## config.mk

```make
export PLATFORM = sky130hd
export DESIGN_NAME = vz16_issue_ctrl
export DESIGN_NICKNAME = d
export VERILOG_FILES = /design/src/rtl/vz16_issue_ctrl.sv
export SDC_FILE = /design/constraint.sdc
export NUM_CORES = 1
export LEC_CHECK = 0
export ABC_AREA = 1
export CORE_MARGIN = 3
export CORE_UTILIZATION = 40
export DETAILED_ROUTE_END_ITERATION = 10
export PLACE_DENSITY_LB_ADDON = 0.15
export SLEW_MARGIN = 20
export SYNTH_ARGS = -nofsm -noshare
export SYNTH_HDL_FRONTEND = slang
export SYNTH_SLANG_ARGS = --single-unit
export TNS_END_PERCENT = 5
```

## constraint.sdc

```tcl
create_clock -name clk -period 3.3 [get_ports clk]
set_clock_uncertainty 0.1 [all_clocks]
set_input_delay 0.33 -clock clk [delete_from_list [all_inputs] [get_ports clk]]
set_output_delay 0.33 -clock clk [all_outputs]
set_load 0.005 [all_outputs]
```

## src/rtl/vz16_issue_ctrl.sv

```systemverilog
// In-order issue controller: micro-op queue, 16-entry register scoreboard, ALU/MEM dispatch.
// Optional macro VZ16_DUAL_ISSUE_EN adds the second (head+1) issue slot on the opposite port.
module vz16_issue_ctrl #(
  parameter int DEPTH = 4
) (
  input  logic                     clk,
  input  logic                     nRst,
  input  logic                     inValid,
  output logic                     inReady,
  input  logic [9:0]               inMicroOp,
  input  logic [15:0]              inPC,
  input  logic [3:0]               inRn,
  input  logic [3:0]               inR1,
  input  logic [3:0]               inR2,
  input  logic                     flush,
  output logic                     aluValid,
  input  logic                     aluReady,
  output logic [9:0]               aluMicroOp,
  output logic [15:0]              aluPC,
  output logic [3:0]               aluRn,
  output logic [3:0]               aluR1,
  output logic [3:0]               aluR2,
  output logic                     memValid,
  input  logic                     memReady,
  output logic [9:0]               memMicroOp,
  output logic [15:0]              memPC,
  output logic [3:0]               memRn,
  output logic [3:0]               memR1,
  output logic [3:0]               memR2,
  input  logic                     wbAluValid,
  input  logic [3:0]               wbAluReg,
  input  logic                     wbMemValid,
  input  logic [3:0]               wbMemReg,
  output logic [$clog2(DEPTH):0]   qCount
);

  localparam int PW = $clog2(DEPTH);

  typedef struct packed {
    logic [9:0]  uop;
    logic [15:0] pc;
    logic [3:0]  rn;
    logic [3:0]  r1;
    logic [3:0]  r2;
  } entry_t;

  entry_t        q [DEPTH];
  logic [PW-1:0] head, tail;
  logic [PW:0]   count;
  logic [15:0]   busy, busy_next;

  entry_t      e0, e1, alu_e, mem_e;
  logic        s0_ok, s0_mem, s0_fire, s1_ok, s1_fire, enq;
  logic [1:0]  n_issue;

  function automatic logic is_mem(entry_t e);
    return e.uop[2] | e.uop[3];
  endfunction

  function automatic logic writes(entry_t e);
    return ~e.uop[1];
  endfunction

  function automatic logic hazard_free(entry_t e, logic [15:0] b);
    return !b[e.r1] && !b[e.r2] && !(writes(e) && b[e.rn]);
  endfunction

  assign inReady = (count != (PW+1)'(DEPTH));
  assign qCount  = count;
  assign enq     = inValid && inReady && !flush;

  // NOTE: every always_comb output gets a default first so no path can infer a latch.
  always_comb begin
    e0      = q[head];
    e1      = q[head + PW'(1)];
    s0_ok   = (count != '0) && !flush && hazard_free(e0, busy);
    s0_mem  = is_mem(e0);
    s0_fire = s0_ok && (s0_mem ? memReady : aluReady);
`ifdef VZ16_DUAL_ISSUE_EN
    // Slot 1 rides only on a slot-0 issue, so in-order issue is preserved.
    s1_ok   = (count >= (PW+1)'(2)) && s0_fire && (is_mem(e1) != s0_mem) &&
              hazard_free(e1, busy) &&
              !(writes(e0) && (e1.r1 == e0.rn || e1.r2 == e0.rn || e1.rn == e0.rn));
`else
    s1_ok   = 1'b0;
`endif
    s1_fire = s1_ok && (s0_mem ? aluReady : memReady);
    n_issue = {1'b0, s0_fire} + {1'b0, s1_fire};

    aluValid = 1'b0;
    memValid = 1'b0;
    alu_e    = '0;
    mem_e    = '0;
    if (s0_ok) begin
      if (s0_mem) begin memValid = 1'b1; mem_e = e0; end
      else        begin aluValid = 1'b1; alu_e = e0; end
    end
    if (s1_ok) begin
      if (s0_mem) begin aluValid = 1'b1; alu_e = e1; end
      else        begin memValid = 1'b1; mem_e = e1; end
    end

    // Issue sets are applied after writeback clears so a same-cycle set wins.
    busy_next = busy;
    if (wbAluValid) busy_next[wbAluReg] = 1'b0;
    if (wbMemValid) busy_next[wbMemReg] = 1'b0;
    if (s0_fire && writes(e0)) busy_next[e0.rn] = 1'b1;
    if (s1_fire && writes(e1)) busy_next[e1.rn] = 1'b1;
  end

  assign aluMicroOp = alu_e.uop;
  assign aluPC      = alu_e.pc;
  assign aluRn      = alu_e.rn;
  assign aluR1      = alu_e.r1;
  assign aluR2      = alu_e.r2;
  assign memMicroOp = mem_e.uop;
  assign memPC      = mem_e.pc;
  assign memRn      = mem_e.rn;
  assign memR1      = mem_e.r1;
  assign memR2      = mem_e.r2;

  // NOTE: sequential state is written with non-blocking assignments only.
  always_ff @(posedge clk or negedge nRst) begin
    if (!nRst) begin
      head  <= '0;
      tail  <= '0;
      count <= '0;
      busy  <= '0;
    end else begin
      busy <= busy_next;
      if (flush) begin
        head  <= tail;
        count <= '0;
      end else begin
        head  <= head + PW'(n_issue);
        if (enq) tail <= tail + PW'(1);
        count <= count + (PW+1)'(enq) - (PW+1)'(n_issue);
      end
    end
  end

  // NOTE: queue storage has no reset; outputs are zero-gated by valid, so stale data never shows.
  always_ff @(posedge clk) begin
    if (enq) q[tail] <= '{uop: inMicroOp, pc: inPC, rn: inRn, r1: inR1, r2: inR2};
  end

endmodule

```

Yosys cells after proc, flatten, opt, wreduce, memory -nomap -nowiden
Memories as Yosys holds them, arrays and structs flattened.
Cells that the tools add are included.
{"block": "word_totals", "regBits": 23, "mem_bits_rw": 152, "inputBits": 54, "out_inout_bits": 82, "word_cells": 72, "mem_count": 1}
{"memory": "q", "words": 4, "word_bits": 38, "read_ports": 1, "rd_ports_with_merged_regs": 0, "write_ports": 1, "line_no": "47", "text": "entry_t q [DEPTH];"}
{"block": "classes", "addsub": 4, "n_lt_le_gt_ge": 8, "n_eq_ne": 1, "mux": 28, "n_bitwise": 8, "reduce_logical": 18}
{"op": "$mux 38", "count": 4}
{"op": "$mux 16", "count": 3}
{"op": "$and 16x16->16", "count": 2}
{"op": "$not 16->16", "count": 2}
{"op": "$lt 4x5->1 const B", "count": 5}
{"op": "$or 16x16->16", "count": 1}
{"op": "$mux 1", "count": 13}
{"op": "$bmux 1 s4", "count": 3}
{"op": "$demux 1 s4", "count": 3}
{"op": "$ge 4x1->1 const B", "count": 3}
{"op": "$logic_and 1x1->1", "count": 12}
{"op": "$logic_not 1->1", "count": 4}
{"op": "$add 3x1->3", "count": 1}
{"op": "$mux 3", "count": 1}
{"op": "$ne 3x3->1 const B", "count": 1}
{"op": "$reduce_bool 3->1", "count": 1}
{"op": "$sub 3x1->3", "count": 1}
{"op": "$add 2x1->2", "count": 1}
{"op": "$add 2x1->2 const B", "count": 1}
{"op": "$mux 2", "count": 1}
{"op": "$not 1->1", "count": 2}
{"op": "$reduce_and 2->1", "count": 1}
{"op": "$or 1x1->1", "count": 1}

Longest topological paths before layout
Gate-level depths: netlist of run 1.
{"block": "logic_depth", "word_depth": 11, "mapped_depth": 24, "depth_no_buf": 23}

Least setup slack after synthesis of run 1
Ideal clock, no wire load.
{"block": "synth_timing", "path_kind": "register to register", "startpoint": "register head[0]", "endpoint": "register count[2], in the netlist qCount[2]", "setup_ns": 0.118, "t_arrival_ns": 2.945, "setup_slack_ns": 0.137, "path_stages_with_launch": 22, "period_less_slack_ns": 3.163, "cell_sequence": "dfrtp_1 buf_4 buf_4 buf_2 o211ai_1 nand2_1 nand3_1 nand3_1 nand3_1 nand2_1 inv_2 nand2_1 nor2_8 inv_1 a21oi_1 ha_1 inv_1 ha_1 inv_1 fa_1 xor2_1 nor2_1"}
{"block": "synth_between", "elab_chain_cells": 10}
{"element": "start: declaration", "line_no": "48", "text": "logic [PW-1:0] head, tail;"}
{"element": "start signal: assignment", "line_no": "132", "text": "head <= tail;"}
{"element": "start signal: assignment", "line_no": "135", "text": "head <= head + PW'(n_issue);"}
{"element": "$mem_v2 4x38 *"}
{"element": "$bmux 1 s4", "line_no": "65", "text": "return !b[e.r1] && !b[e.r2] && !(writes(e) && b[e.rn]);"}
{"element": "$mux 1 (implied by the code)", "line_no": "65"}
{"element": "$logic_not 1->1 or $logic_and 1x1->1 (tied branches)", "line_no": "65"}
{"element": "$logic_and 1x1->1 or $logic_not 1->1 (tied branches)", "line_no": "65"}
{"element": "$logic_and 1x1->1", "line_no": "65"}
{"element": "$logic_and 1x1->1", "line_no": "76", "text": "s0_ok = (count != '0) && !flush && hazard_free(e0, busy);"}
{"element": "$logic_and 1x1->1 *", "line_no": "78", "text": "s0_fire = s0_ok && (s0_mem ? memReady : aluReady);"}
{"element": "$sub 3x1->3 *", "line_no": "137", "text": "count <= count + (PW+1)'(enq) - (PW+1)'(n_issue);"}
{"element": "$mux 3 *", "line_no": "131", "text": "if (flush) begin"}
{"element": "end signal: assignment", "line_no": "137"}
{"element": "end: declaration", "line_no": "49", "text": "logic [PW:0] count;"}
Mark *: on every way between the ends. The rest lies on a longest branch, timed or not. The select of a mux whose other input is x is not followed.
A chain may end at the register's enable or synchronous reset.

Final worst setup path of run 1
{"block": "layout_timing", "startpoint": "register head[0]", "endpoint": "output memR1[0]"}
{"block": "layout_between", "elab_chain_cells": 8}
{"element": "$mem_v2 4x38 *"}
{"element": "$bmux 1 s4", "line_no": "65"}
{"element": "$mux 1 (implied by the code)", "line_no": "65"}
{"element": "$logic_not 1->1 or $logic_and 1x1->1 (tied branches)", "line_no": "65"}
{"element": "$logic_and 1x1->1 or $logic_not 1->1 (tied branches)", "line_no": "65"}
{"element": "$logic_and 1x1->1", "line_no": "65"}
{"element": "$logic_and 1x1->1", "line_no": "76"}
{"element": "$mux 38 *", "line_no": "94", "text": "if (s0_ok) begin"}
{"element": "end: declaration", "line_no": "28", "text": "output logic [3:0] memR1,"}
Marks and branches as above.

==> results of run 1 <==
-- power breakdown --
| part | switching [mW] | internal [mW] | leakage (nW) |
|---|---|---|---|
| sequential | 0.115 | 2.68 | 1.69 |
| clock | 1.01 | 1.05 | 0.301 |
| combinational | 2.22 | 1.39 | 2.68 |
-- synth_stat cells, types with 2 or more instances --
cell	count
buf_2	12
inv_2	9
nand2_1	198
buf_1	4
o221ai_1	12
dfrtp_1	23
nand4_1	16
nand3_2	5
inv_1	54
nand2_4	2
o21ai_1	7
a32oi_2	2
o211ai_1	8
buf_4	9
or2_2	3
o21ai_0	5
a32o_1	25
ha_1	7
buf_6	3
nand3_1	55
or2_1	6
nand2_2	3
xnor2_1	2
o31ai_1	3
edfxtp_1	152
a21oi_1	34
xor2_1	2
clkbuf_1	12
nor2_1	131
-- timing repair --
action,CTS,global route
gates cloned,1,0
setup buffers,4,0
hold buffers,0,0
endpoints found under the setup margin,77,78
gates resized for setup,117,2
pin swaps,4,0
-- state kept, by name, summed over array words and instances, names as in the netlist --
register and count:
head 2, q 152, qCount 3, busy 16, tail 2
-- through the flow --
stage,power (mW),instance area [µm²],util [%]
2_1_floorplan,5.01,8270,-
3_3_place_gp,6.31,10200,51.4
3_5_place_dp,6.34,10200,51.4
4_1_cts,8.50,10900,54.7
5_1_grt,8.99,10900,54.7
6_report,8.44,10900,54.7
-- layout make-up --
type                            count  share of cell area, %
Clock buffer                       17                   3.92
Clock inverter                     15                   1.80
Inverter                           65                   2.34
Multi-Input combinational cell    534                   25.2
Sequential cell                   175                   47.3
Tap cell                          265                   3.05
Timing Repair Buffer              187                   16.3
-- layer usage --
layer,GRT usage (%),vias to the layer above
met5,0,-
li1,-,3141
met3,4.51,27
met1,24.7,3012
met2,33.5,222
met4,5.81,0
-- worst paths after layout --
path / startpoint / endpoint / slack [ns] / cells after the start
setup / recovery: head[0] / memR1[0] / -0.01 / 17
hold / removal: nRst / busy[12] / 0.17 / 1
setup reg to reg: head[0] / qCount[2] / 0.12 / 20
hold reg to reg: busy[9] / busy[9] / 0.45 / 2
max in group asynchronous: nRst / head[0] / 2.37 / 2
min in group clk: inPC[10] / q[2][22] / 0.43 / 1
-- kinds of logic after synthesis --
family / Yosys count / synth area share [%]
xor+xnor: 4 / 0.424
fa+ha+maj: 8 / 1.30
buf+inv: 105 / 5.66
other cells: 1 / 0.0454
simple gates: 423 / 21.8
compound gates: 97 / 8.59
flops: 175 / 62.2
==> metrics.md, run 1 <==
| Metric | Value |
|---|---|
| Io pins | 136 |
| Final Hold Vio Count | 0 |
| DR top layer | met4 |
| Status | finished, violations left |
| Dpl cells | 1221 |
| Max-cap violations | 0 |
| Worst setup path class | reg2out |
| CTS clock-pin slew for the worst setup and hold paths | 0.07 ns |
| Mapped Cells | 813 |
| Critical Path Start Type | flop |
| Skew-Pair Late Insertion Delay | 0.43 ns |
| Initial Util | 41.6% |
| Req. time, crit path | 2.87 ns |
| Fillers | 1766 |
| Total number of vias | 6402 |
| Row count | 51 |
| Placement Setup Slack | -0.0896 ns |
| Part of the cycle the worst path needs | 100% |
| Hold Crit Class | in2async |
| Worst EP arrival | 2.88 ns |
| Distinct cells, synth | 38 |
| Crit path top cell by count | nand2_1 |
| Failing checks | setup timing |
| Area added between synthesis and finish | 31.5% |
| Synth area leaders | edfxtp_1 (55%), nand2_1 (9.0%), dfrtp_1 (7.0%) |
| Post-synth top flop | edfxtp_1 |
| Pwr/cell area | 777 nW/µm² |
| Slowest-stage cell, CP | dfrtp_2 |
| Met3 wire len | 1420 µm |
| Gp weighted congestion | 0.916 |
| Die footprint | 22400 µm² |
| CTS Buf Count | 17 |
| DRT Wirelength | 21500 µm |
| Crit path cell chain | buf_2, nand2_1, nand3_2, buf_4, nand3_1, nand2_1, nand2_1, nand2_1, a21oi_1, nand3_1, nand2_2, nor2_8, buf_6, nand2_4, buf_12, nor2_1, dlygate4sd2_1 |
| Final setup TNS | -0.0191 ns |
| Setup WS post-layout | -0.0144 ns |
| Global Route Usage Sum | 19.5% |
| Hpwl dp | 14800 µm |
| Maximum VDD drop | 0.389 mV |
| # diodes | 0 |
| Share of post-route cells with drive strength above 1 | 13.7% |
| RSZ-0062 raised after global routing | true |
| Seq. cell area | 5140 µm² |
| Largest net degree at the start of global routing | 39 |
| Leakage | 4.66 nW |
| Grt ovf | 0 |
| Ys Warns | 0 |
| WL met1 | 9080 µm |
| Worst slew pin tran | 0.575 ns |
| H-tree depth | 4 |
| Final Non-Filler Cells | 1258 |
| Met2 Routed Length | 10600 µm |
| NumNets Final | 1042 |
| Commonest non-fill, non-tap cell in the layout | nand2_1 |
| Core ar. | 19800 µm² |
| Yosys reg bits | 175 |
| Crit Path Max Fanout | 17 |
| WL per Instance | 17.1 µm |
| Die Wd | 150 µm |
| CP Buf/Inv Count | 5 |
| Slew Limit Fails | 0 |
| Final setup viols | 4 |
| DRT Pass-1 Iters | 5 |
| Die Ht | 150 µm |
| Most area-hungry cell type in the Yosys netlist | edfxtp_1 |
| Number of synthesized flops with an enable pin | 152 |
| Multi-input combinational cell area | 2740 µm² |
| Syn_area_per_cell | 10.2 µm² |
| CTS tree | yes |
| Post-layout min period | 3.31 ns |
| DR vias/cell | 5.09 |
| # clock sinks | 175 |
| Initial antenna violation count | 0 |
| Synth top area share | 55.2% |
| Commonest cells after routing, fill and taps aside | nand2_1 (193), edfxtp_1 (152), nor2_1 (121) |
| CP delay by family, top | buffers and inverters |
| CP Capture Type | output port |
| Post-Syn Area | 8260 µm² |
| Post-synth ARST share | 13.1% |
| Residual DRC | 0 |
| Initial drt markers | 644 |
| Post-route ant nets | 0 |
| Slew HR | 61.5% |
| CTS Buffer Depth | 2 |
| First-pass GRT wire length | 33800 µm |
| Sequential element share of the synthesized area | 62.2% |
| Clock root buffer | clkbuf_16 |
| FMAX | 302 MHz |
| Number of global-route vias before repair | 6365 |
| Worst hold slack | 0.166 ns |
| Port bufs | 133 |
| CP peak stage delay | 0.48 ns |
Note: power is estimated with default switching activity, not from simulation.
==> run 2: changes to the inputs <==
- PLACE_DENSITY: not set -> 0.64
- PLACE_DENSITY_LB_ADDON: 0.15 -> not set
- TNS_END_PERCENT: 5 -> 10
==> run 2 against run 1 <==
Net effect: the flow still finishes with violations (setup timing); flip-flop and latch count unchanged; largest power group unchanged; first-iteration DRC count increased by 6.1%; hold slack improved by 0.15 ns.
==> metrics.md, run 2 (synthesis results as in run 1) <==
| Metric | Value |
|---|---|
| NumNets Final | 1074 |
| Clock root buffer | clkbuf_16 |
| Worst r2r src | head[0] |
| Skew-Pair Late Insertion Delay | 0.43 ns |
| WL per Instance | 17.7 µm |
| Final Hold Vio Count | 0 |
| Residual DRC | 0 |
| Core ar. | 19800 µm² |
| Dpl cells | 1215 |
| Post-route ant nets | 0 |
| FF-to-FF setup slack | 0.04 ns |
| H-tree depth | 4 |
| Area added between synthesis and finish | 37.5% |
| Die Ht | 150 µm |
| CTS tree | yes |
| Grt ovf | 0 |
| Slew HR | 37.9% |
| Part of the cycle the worst path needs | 102% |
| Commonest cells after routing, fill and taps aside | nand2_1 (182), edfxtp_1 (152), nor2_1 (95) |
| Max-cap violations | 0 |
| CTS Buffer Depth | 2 |
| Hpwl dp | 14000 µm |
| Worst setup path startpoint | head[0] |
| First-pass GRT wire length | 34800 µm |
| Layout Utilization | 57.2% |
| Leakage | 4.75 nW |
| Die footprint | 22400 µm² |
| Reg2reg path depth | 23 |
| FMAX | 298 MHz |
| Total number of vias | 6747 |
| CTS clock-pin slew for the worst setup and hold paths | 0.08 ns |
| Hold Crit Class | in2async |
| Combinational share of power | 47.6% |
| Slew Limit Fails | 0 |
| Fillers | 1662 |
| Multi-input combinational cell area | 3060 µm² |
| Worst hold slack | 0.317 ns |
| # clock sinks | 175 |
| Gp weighted congestion | 0.996 |
| Setup WS post-layout | -0.0505 ns |
| Clock network fraction of total power | 22.4% |
| # hold bufs at CTS | 0 |
| CP endpoint | aluPC[8] |
| Largest Register | q |
| Post-layout min period | 3.35 ns |
| Pwr/cell area | 819 nW/µm² |
| Design Power | 9.30 mW |
| Worst setup path class | reg2out |
| Worst EP arrival | 2.92 ns |
| CP peak stage delay | 0.47 ns |
| DRT Wirelength | 22900 µm |
| DR vias/cell | 5.23 |
| Crit Path Max Fanout | 8 |
| Internal cell power | 5.62 mW |
| Die Wd | 150 µm |
| Crit path cell chain | buf_6, buf_12, nand2_4, nand3_4, nand2_4, buf_8, nand2_2, nand2_1, nand2_1, nand2_1, a21oi_2, nand3_2, nand2_4, nor2_8, buf_6, nand2_8, buf_16, buf_8, nor2_4, buf_2 |
| Seq. cell area | 5140 µm² |
| Failing checks | setup timing |
| Initial antenna violation count | 1 |
| Final Non-Filler Cells | 1290 |
| Initial drt markers | 683 |
| Final setup viols | 21 |
| Maximum VDD drop | 0.444 mV |
| RR Endpoint | qCount[1] |
| Worst slew pin tran | 0.928 ns |
| Number of global-route vias before repair | 6510 |
| Slowest-stage cell, CP | dfrtp_2 |
| # diodes | 0 |
| RSZ-0062 raised after global routing | true |
| Status | finished, violations left |
| Row count | 51 |
| CTS Buf Count | 17 |
| Sw frac | 39.6% |
| Req. time, crit path | 2.87 ns |
| CP Capture Type | output port |
| Flop pwr share | 30.0% |
| Largest net degree at the start of global routing | 45 |
| Commonest non-fill, non-tap cell in the layout | nand2_1 |
| Global Route Usage Sum | 20.4% |
| Critical Path Start Type | flop |
| Switching pwr | 3.68 mW |
| Initial Util | 41.6% |
| Share of post-route cells with drive strength above 1 | 27.7% |
| Final setup TNS | -0.551 ns |
| Io pins | 136 |
| Port bufs | 133 |
| DRT Pass-1 Iters | 5 |
| Number of flip-flops under the largest register name | 152 |
-- run 2: cell types whose count changed in the layout (fill, tap and decap cells not counted), moves of 7 or more --
| cell | before | now |
|---|---|---|
| dlygate4sd2_1 | 69 | 8 |
| clkbuf_2 | 0 | 43 |
| nor2_1 | 121 | 95 |
| nor2_2 | 3 | 22 |
| buf_2 | 3 | 21 |
| buf_4 | 40 | 58 |
| nand3_1 | 55 | 41 |
| nand2_1 | 193 | 182 |
| nand3_2 | 5 | 14 |
| nand2_4 | 3 | 10 |
| nor2_4 | 7 | 14 |
-- run 2: through the flow --
step / worst slack [ns] / cell area, µm²
2_1_floorplan: 0.137 / 8270
3_3_place_gp: 0.0209 / 10100
3_5_place_dp: -0.0172 / 10100
4_1_cts: -0.246 / 11400
5_1_grt: -0.179 / 11400
6_report: -0.0505 / 11400
-- run 2: power groups by stage --
stage               registers [mW]  logic (mW)  clock network [mW]
floorplan                     2.80        2.20                   0
global placement              2.83        3.38                   0
detailed placement            2.83        3.43                   0
CTS                           2.78        4.14                2.11
global route                  2.81        4.81                2.21
finish                        2.79        4.43                2.09
-- run 2: layer usage --
layer  part of all wire (%)  global-route usage [%]  vias up
li1                       -                       -     3216
met1                     41                    25.9     3224
met2                     49                    34.1      263
met3                    7.8                    5.45       42
met4                    2.3                    6.82        2
met5                  0.052                       0        -
-- run 2: worst min-delay path by stage --
| stage | start | slack, ns | end |
|---|---|---|---|
| 2_1_floorplan | nRst | -0.07 | busy[0] |
| 4_1_cts | nRst | 0.33 | head[0] |
| 3_3_place_gp | busy[7] | 0.42 | busy[7] |
| 6_report | nRst | 0.32 | busy[3] |
| 3_5_place_dp | busy[4] | 0.43 | busy[4] |
| 5_1_grt | nRst | 0.35 | head[0] |
-- run 2: layout make-up --
type	count	area share [%]
Timing Repair inverter	1	0.0992
Timing Repair Buffer	217	16.9
Sequential cell	175	45.3
Tap cell	265	2.92
Inverter	65	2.28
Clock inverter	15	1.85
Multi-Input combinational cell	535	26.9
Clock buffer	17	3.75
-- run 2: worst max-delay path, delay by kind of cell (launching register included) --
kind | cells | cell delay, ns
flops | 1 | 0.47
buf+inv | 7 | 1.00
compound gates | 1 | 0.06
simple gates | 12 | 0.95
-- run 2: timing repair --
item | CTS | global route
endpoints found under the setup margin | 77 | 78
pin swaps | 14 | 29
gates cloned | 7 | 0
gates resized for setup | 208 | 150
setup buffers | 30 | 7
